<file path="src/rtl/pipe_ctrl_gen.sv">
// pipe_ctrl_gen: parametrised pipeline stall/flush controller with deferred flush and stall watchdog
module pipe_ctrl_gen #(
  parameter int unsigned               NUM_STAGES = 9,
  parameter int unsigned               NUM_REQ    = 4,
  parameter logic [4*NUM_REQ-1:0]      REQ_DEPTH  = {4'd8, 4'd5, 4'd4, 4'd3},
  parameter logic [NUM_REQ-1:0]        FLUSH_BLOCK = 4'b1000,
  parameter logic [31:0]               EXC_VECTOR = 32'hBFC00380,
  parameter logic [31:0]               ERET_CODE  = 32'h0000000E,
  parameter int unsigned               CNT_W      = 16,
  parameter logic [CNT_W-1:0]          TIMEOUT    = 16'd4096
) (
  input  logic                  clk,
  input  logic                  resetn,
  input  logic [NUM_REQ-1:0]    stallreq_i,
  input  logic [31:0]           excepttype_i,
  input  logic [31:0]           cp0_epc_i,
  output logic                  flush,
  output logic [31:0]           new_pc,
  output logic [NUM_STAGES-1:0] stall,
  output logic                  flush_pending,
  output logic [CNT_W-1:0]      stall_cnt,
  output logic                  stall_timeout
);

  typedef enum logic {IDLE, PEND} state_t;

  state_t                state_q, state_d;
  logic [31:0]           pc_q, pc_d;
  logic [CNT_W-1:0]      cnt_q, cnt_d;
  logic                  timeout_q, timeout_d;
  logic [NUM_STAGES-1:0] merge;
  logic                  blocked, exc, flush_c;
  logic [31:0]           tgt, new_pc_c;

  // prefix masks per active requester; deepest active request dominates
  always_comb begin
    merge = '0;
    for (int r = 0; r < int'(NUM_REQ); r++)
      for (int k = 0; k < int'(NUM_STAGES); k++)
        if (stallreq_i[r] && k < int'(REQ_DEPTH[r*4 +: 4])) merge[k] = 1'b1;
  end

  // flush decision: immediate when unblocked, otherwise capture target and wait for the blocker to drop
  always_comb begin
    blocked  = |(stallreq_i & FLUSH_BLOCK);
    exc      = excepttype_i != 32'd0;
    tgt      = (excepttype_i == ERET_CODE) ? cp0_epc_i : EXC_VECTOR;
    state_d  = state_q;
    pc_d     = pc_q;
    flush_c  = 1'b0;
    new_pc_c = 32'd0;
    if (state_q == IDLE) begin
      if (exc && !blocked) begin
        flush_c  = 1'b1;
        new_pc_c = tgt;
      end else if (exc) begin
        state_d = PEND;
        pc_d    = tgt;
      end
    end else if (!blocked) begin
      flush_c  = 1'b1;
      new_pc_c = pc_q;
      state_d  = IDLE;
    end
  end

  // outputs held at zero during reset; a flush overrides any non-blocking stall
  always_comb begin
    flush         = resetn & flush_c;
    new_pc        = resetn ? new_pc_c : 32'd0;
    stall         = (resetn && !flush_c) ? merge : '0;
    flush_pending = state_q == PEND;
    stall_cnt     = cnt_q;
    stall_timeout = timeout_q;
    cnt_d         = (stall != '0) ? ((&cnt_q) ? cnt_q : cnt_q + 1'b1) : '0;
    timeout_d     = timeout_q | ((stall != '0) && (cnt_q == TIMEOUT - 1'b1));
  end

  // state registers; reset also discards any pending flush
  always_ff @(posedge clk or negedge resetn) begin
    if (!resetn) begin
      state_q   <= IDLE;
      pc_q      <= 32'd0;
      cnt_q     <= '0;
      timeout_q <= 1'b0;
    end else begin
      state_q   <= state_d;
      pc_q      <= pc_d;
      cnt_q     <= cnt_d;
      timeout_q <= timeout_d;
    end
  end

endmodule

</file>
<file path="config.mk">
export PLATFORM = sky130hd
export DESIGN_NAME = pipe_ctrl_gen
export DESIGN_NICKNAME = d
export VERILOG_FILES = /design/src/rtl/pipe_ctrl_gen.sv
export SDC_FILE = /design/constraint.sdc
export NUM_CORES = 1
export LEC_CHECK = 0
export CORE_MARGIN = 2
export CORE_UTILIZATION = 37
export CTS_BUF_LIST = sky130_fd_sc_hd__clkbuf_4 sky130_fd_sc_hd__clkbuf_8
export CTS_CLUSTER_SIZE = 14
export DETAILED_ROUTE_END_ITERATION = 10
export GPL_ROUTABILITY_DRIVEN = 0
export GPL_TIMING_DRIVEN = 0
export PLACE_DENSITY = 0.7
export SLEW_MARGIN = 10
export SYNTH_ARGS = -nofsm -noshare
export SYNTH_HDL_FRONTEND = slang
export SYNTH_SLANG_ARGS = --single-unit
</file>
<file path="constraint.sdc">
create_clock -name clk -period 3.9 [get_ports clk]
set_input_delay 0.585 -clock clk [delete_from_list [all_inputs] [get_ports clk]]
set_output_delay 0.585 -clock clk [all_outputs]
set_load 0.05 [all_outputs]
</file>
==> reports/results.ini, run 1 <==
[status]
status=complete, no violations

[pwr]
power_density_nw_per_um2=236
ir_drop_mv=0.127
p_leak_nw=2.22

[drt]
drc=0
wirelength_met1_mm=3.68
dr_wl_met2_mm=4.17
via_count=2969
ant_nets=0
wire_per_inst_um=15.5
detail_route.vias_per_cell=5.36
finalWirelength_mm=8.58
drt_first_pass_iters=4
top_layer=met4
dr_wl_met3_um=654
initialDrtViolationCount=106

[worst_setup_path]
arrival_ns=3.11
end_kind=output pin
startpoint_type=input pin
crit_fanout=10
crit_type=input pin to output pin
worstPathRequired_ns=3.31

[timing]
max_freq_mhz=271
hold_viol_final=0
tightest_slew_ns=0.627
rsz0062_at_grt=false
slew_headroom_pct=57.8
fin_crit_ns=3.69
setup-tns-final_ns=0
setup_slack_ns=0.208
finalClockSkew_ns=0.00873
final-setup-viol-count=0
fin_crit_sh_pct=94.7
fin_hold_ws_ns=0.284
drv_slew=0

[global_route]
overflow=0
grt_pass1_vias=3013
grt_max_degree=32
grt_pass1_wl_mm=14.4
grtUsageTotal_pct=20.4
antenna_found_initial=0

[placed_design]
port_buffers=128
place_inst=546
dpl_worst_slack_ns=-0.182
dpl_cell_area_um2=4380
hpwl_mm=6.48

[cells_and_area]
final_area_um2=4520
drive_gt1_share_pct=8.19
final_nets=522
fill_cells=684
seq_area_um2=1250
fin_cells=554
antennaDiodeCount=0
area_delta_synth_final_pct=53.3
multiInputGateArea_um2=1490

[synthesis]
synth-adder-area-share_pct=0.424
synth_compound_area_share_pct=21.9
ys_seq_area_share_pct=42.4
synth_top_family_by_area=simple AND/OR/NAND/NOR gates
synth_xor_area_share_pct=3.26
synth_area_um2=2950
yosysUniqueCellTypes=39
synth_fp_nets=386
synthMuxAreaShare_pct=0
synth_top_area_share_pct=42.4
synth_top_cell_by_area=dfrtp_1
avgSynthCellArea_um2=9.37
ys_ff_latch=50
synth-warning-count=0
syn_inst=315
synth_area_leaders=dfrtp_1, a22o_1, a21boi_1
synth_simple_gate_area_share_pct=24.5

[flow_run]
cap_violations=0

[clock_tree]
cts_buffers=5
cts_tree=yes
clkLatencyLatePin_ns=0.31
clock-sinks=50
htree_num_levels=2
root_buffer=clkbuf_8
clock_path_buffers=2
ctsHoldBuffers=0
cts.clk_slew.worst_paths_ns=0.11

[floorplan]
die-area_um2=8710
start_util_pct=38.2
pin_count=130
core-area_um2=7730
rows=32
die_h_um=93.3
die_w_um=93.3

[min_path]
hold_class=input pin to asynchronous set/reset pin

==> area by class of cell <==
cell class / count / share of cell area, %
Timing Repair Buffer: 129 / 29.7
Tap cell: 102 / 2.82
Inverter: 16 / 1.33
Clock buffer: 5 / 1.52
Multi-Input combinational cell: 221 / 33.0
Clock inverter: 3 / 0.553
Buffer: 28 / 3.46
Sequential cell: 50 / 27.7
==> path summary, 6_finish.rpt <==
| check | slack [ns] | depth (start not counted) | to | from |
|---|---|---|---|---|
| hold reg to reg | 0.51 | 2 | stall_timeout$_DFF_PN0_ | stall_timeout$_DFF_PN0_ |
| max in group asynchronous | 3.03 | 2 | pc_q[4]$_DFFE_PN0P_ | resetn |
| setup / recovery | 0.21 | 7 | new_pc[27] | excepttype_i[4] |
| setup reg to reg | 1.94 | 7 | stall_cnt[15]$_DFFE_PN0P_ | stall_cnt[0]$_DFFE_PN0P_ |
| hold / removal | 0.28 | 1 | stall_cnt[1]$_DFFE_PN0P_ | resetn |
| min in group clk | 0.51 | 2 | stall_timeout$_DFF_PN0_ | stall_timeout$_DFF_PN0_ |
==> synthesized netlist by cell type (all sizes together) <==
| master | count |
|---|---|
| nor3 | 10 |
| a22o | 20 |
| or2 | 1 |
| nand2b | 1 |
| conb | 1 |
| xor2 | 5 |
| buf | 16 |
| and3 | 2 |
| a21boi | 20 |
| a31oi | 2 |
| nand3b | 20 |
| a2bb2oi | 12 |
| nor3b | 3 |
| o21ai | 15 |
| or3 | 1 |
| nand2 | 32 |
| nor4b | 1 |
| nor2 | 17 |
| a221oi | 12 |
| and2 | 2 |
| a21oi | 4 |
| ha | 1 |
| clkbuf | 12 |
| or3b | 1 |
| nand3 | 8 |
| nor4 | 10 |
| xnor2 | 6 |
| nand4 | 10 |
| nor2b | 2 |
| or4 | 2 |
| inv | 16 |
| dfrtp | 50 |
==> where the power goes <==
part	switching, mW	internal, mW	total, mW	leakage [nW]
registers	0.00279	0.519	0.522	0.633
clock network	0.191	0.130	0.321	0.0447
logic	0.119	0.107	0.226	1.55
==> cell usage in the layout, fill, tap and decap left out, drive strengths merged, types with 5 or more instances in the layout <==
| cell | netlist | final |
|---|---|---|
| a22o | 20 | 20 |
| a221oi | 12 | 12 |
| o21ai | 15 | 15 |
| clkdlybuf4s50 | 0 | 102 |
| inv | 16 | 17 |
| clkbuf | 12 | 17 |
| nor2 | 17 | 17 |
| dlymetal6s2s | 0 | 21 |
| xor2 | 5 | 5 |
| dfrtp | 50 | 50 |
| xnor2 | 6 | 6 |
| nor3 | 10 | 10 |
| buf | 16 | 18 |
| a21boi | 20 | 20 |
| nand3b | 20 | 20 |
| nand2 | 32 | 32 |
| a2bb2oi | 12 | 12 |
| nand4 | 10 | 10 |
| nand3 | 8 | 8 |
| nor4 | 10 | 10 |
==> metrics by stage <==
| step | util [%] | power (mW) |
|---|---|---|
| floorplan | - | 0.629 |
| global placement | 56.4 | 0.757 |
| detailed placement | 56.6 | 0.761 |
| CTS | 57.8 | 1.08 |
| global route | 58.5 | 1.12 |
| finish | 58.5 | 1.07 |
==> logic make-up after synthesis <==
| logic type | after synthesis |
|---|---|
| and+or+nand+nor | 123 |
| AOI/OAI and AO/OA | 85 |
| DFF | 50 |
| buffers and inverters | 44 |
| xor gates and xnor gates | 11 |
| adders and majority gates | 1 |
| other | 1 |
==> routing by layer <==
| layer | vias to the layer above | global-route usage (%) |
|---|---|---|
| li1 | 1423 | - |
| met1 | 1413 | 26.5 |
| met2 | 126 | 35.2 |
| met3 | 7 | 4.19 |
| met4 | 0 | 4.17 |
| met5 | - | 0 |
==> repair_timing <==
action / 4_1_cts / 5_1_grt
resized for setup: 4 / 22
setup endpoints to repair: 4 / 21
setup buffers: 0 / 0
pin swaps: 0 / 0
==> registers in the layout, summed over array words and instances, names as in the netlist <==
register,flops
stall_timeout,1
pc_q,32
flush_pending,1
stall_cnt,16
==> critical path, stage by stage <==
cell and delay [ns]:
clkdlybuf4s50_1 0.41, nor4_2 0.36, nand4_2 0.23, nor3_4 0.35, buf_2 0.30, a221oi_1 0.12
clkdlybuf4s50_1 0.74
Note: power is estimated with default switching activity, not from simulation.
==> run 2, diff against run 1 <==
- PLACE_DENSITY: 0.7 -> 0.75
==> run 2 against run 1 <==
Net effect:
- register-to-register slack got worse by 0.03 ns
- fmax fell by 0.43%
- via count rose by 1.0%
- largest power group unchanged
==> reports/results.ini, run 2 (synthesized netlist as in run 1, its figures left out) <==
[status]
status=complete, no violations

[global_route]
grt_max_degree=38
grt_pass1_vias=2872
grt_pass1_wl_mm=14.0
overflow=0
grtUsageTotal_pct=19.9
antenna_found_initial=0

[clock_tree]
cts_buffers=5
cts_tree=yes
clock-sinks=50
cts.clk_slew.worst_paths_ns=0.10
clock_path_buffers=2
htree_num_levels=2
clkLatencyLatePin_ns=0.31
root_buffer=clkbuf_8

[timing]
rsz0062_at_grt=false
finalClockSkew_ns=0.00863
fin_hold_ws_ns=0.230
fin_crit_sh_pct=95.1
hold_viol_final=0
slew_headroom_pct=58.3
drv_slew=0
max_freq_mhz=270
fin_crit_ns=3.71
final-setup-viol-count=0
tightest_slew_ns=0.620

[floorplan]
pin_count=130
rows=32
die-area_um2=8710
start_util_pct=38.2
core-area_um2=7730
die_h_um=93.3
die_w_um=93.3

[cells_and_area]
layout_common_cells=clkdlybuf4s50_1, dfrtp_1, nand2_1
largest_reg_flops=32
layout_commonest_cell=clkdlybuf4s50_1
antennaDiodeCount=0
final_core_util_pct=58.7
area_delta_synth_final_pct=53.8
top_register=pc_q
final_nets=522
drive_gt1_share_pct=8.19

[worst_setup_path]
crit_fanout=10
arrival_ns=3.12
end_kind=output pin
crit_type=input pin to output pin
startpoint_type=input pin
worstPathRequired_ns=3.31

[drt]
finalWirelength_mm=8.61
via_count=2999
drc=0
initialDrtViolationCount=86
drt_first_pass_iters=4
ant_nets=0
detail_route.vias_per_cell=5.41
wire_per_inst_um=15.5

[flow_run]
cap_violations=0

[pwr]
ir_drop_mv=0.202
p_leak_nw=2.22
power_density_nw_per_um2=250

[placed_design]
hpwl_mm=6.41
port_buffers=128

[min_path]
hold_class=input pin to asynchronous set/reset pin

run 2: final timing paths:
path	startpoint	to	slack (ns)	cells after the start
setup / recovery	stallreq_i[3]	stall[1]	0.19	9
hold / removal	resetn	stall_cnt[10]$_DFFE_PN0P_	0.23	1
setup reg to reg	stall_cnt[0]$_DFFE_PN0P_	stall_cnt[15]$_DFFE_PN0P_	1.91	7
hold reg to reg	stall_timeout$_DFF_PN0_	stall_timeout$_DFF_PN0_	0.50	2
max in group asynchronous	resetn	pc_q[4]$_DFFE_PN0P_	3.11	2
min in group clk	stall_timeout$_DFF_PN0_	stall_timeout$_DFF_PN0_	0.50	2
run 2: area by class of cell:
class / count / area (µm²)
Buffer: 28 / 156
Clock buffer: 5 / 68.8
Clock inverter: 3 / 47.5
Fill cell: 677 / 3190
Inverter: 16 / 60.1
Multi-Input combinational cell: 221 / 1480
Sequential cell: 50 / 1250
Tap cell: 102 / 128
Timing Repair Buffer: 129 / 1340
run 2: power by group:
group	total (mW)	internal [mW]	switching, mW
registers	0.523	0.519	0.00318
clock network	0.386	0.196	0.190
logic	0.226	0.107	0.119
run 2: metrics by stage:
step	instances	setup slack [ns]	cell area [µm²]	TNS [ns]	power [mW]
2_1_floorplan	315	0.745	2950	0	0.629
3_5_place_dp	546	-0.147	4380	-0.325	0.761
4_1_cts	554	0.0235	4490	0	1.14
5_1_grt	554	0.0142	4540	0	1.18
6_report	554	0.192	4540	0	1.13
3_3_place_gp	545	-1.42	4360	-44.72	0.757
run 2: timing repair:
action,in CTS,in global routing
gates resized for setup,3,20
buffers inserted,0,0
endpoints found under the hold margin,0,0
setup endpoints to repair,3,20
pin swaps,0,0
hold buffers,0,0
run 2: critical path, stage by stage:
cell	delay, ns
clkdlybuf4s50_1	0.61
or4_1	0.59
nand3_1	0.09
inv_1	0.06
a21oi_2	0.33
buf_4	0.24
inv_1	0.07
buf_4	0.12
dlygate4sd2_1	0.41
run 2: metal layers:
| layer | GRT usage (%) | part of all wire (%) | vias to the layer above |
|---|---|---|---|
| met4 | 4.41 | 0.79 | 0 |
| met1 | 26.7 | 43 | 1461 |
| met2 | 33.2 | 49 | 116 |
| li1 | - | - | 1414 |
| met3 | 4.11 | 7.3 | 8 |
| met5 | 0 | 0 | - |
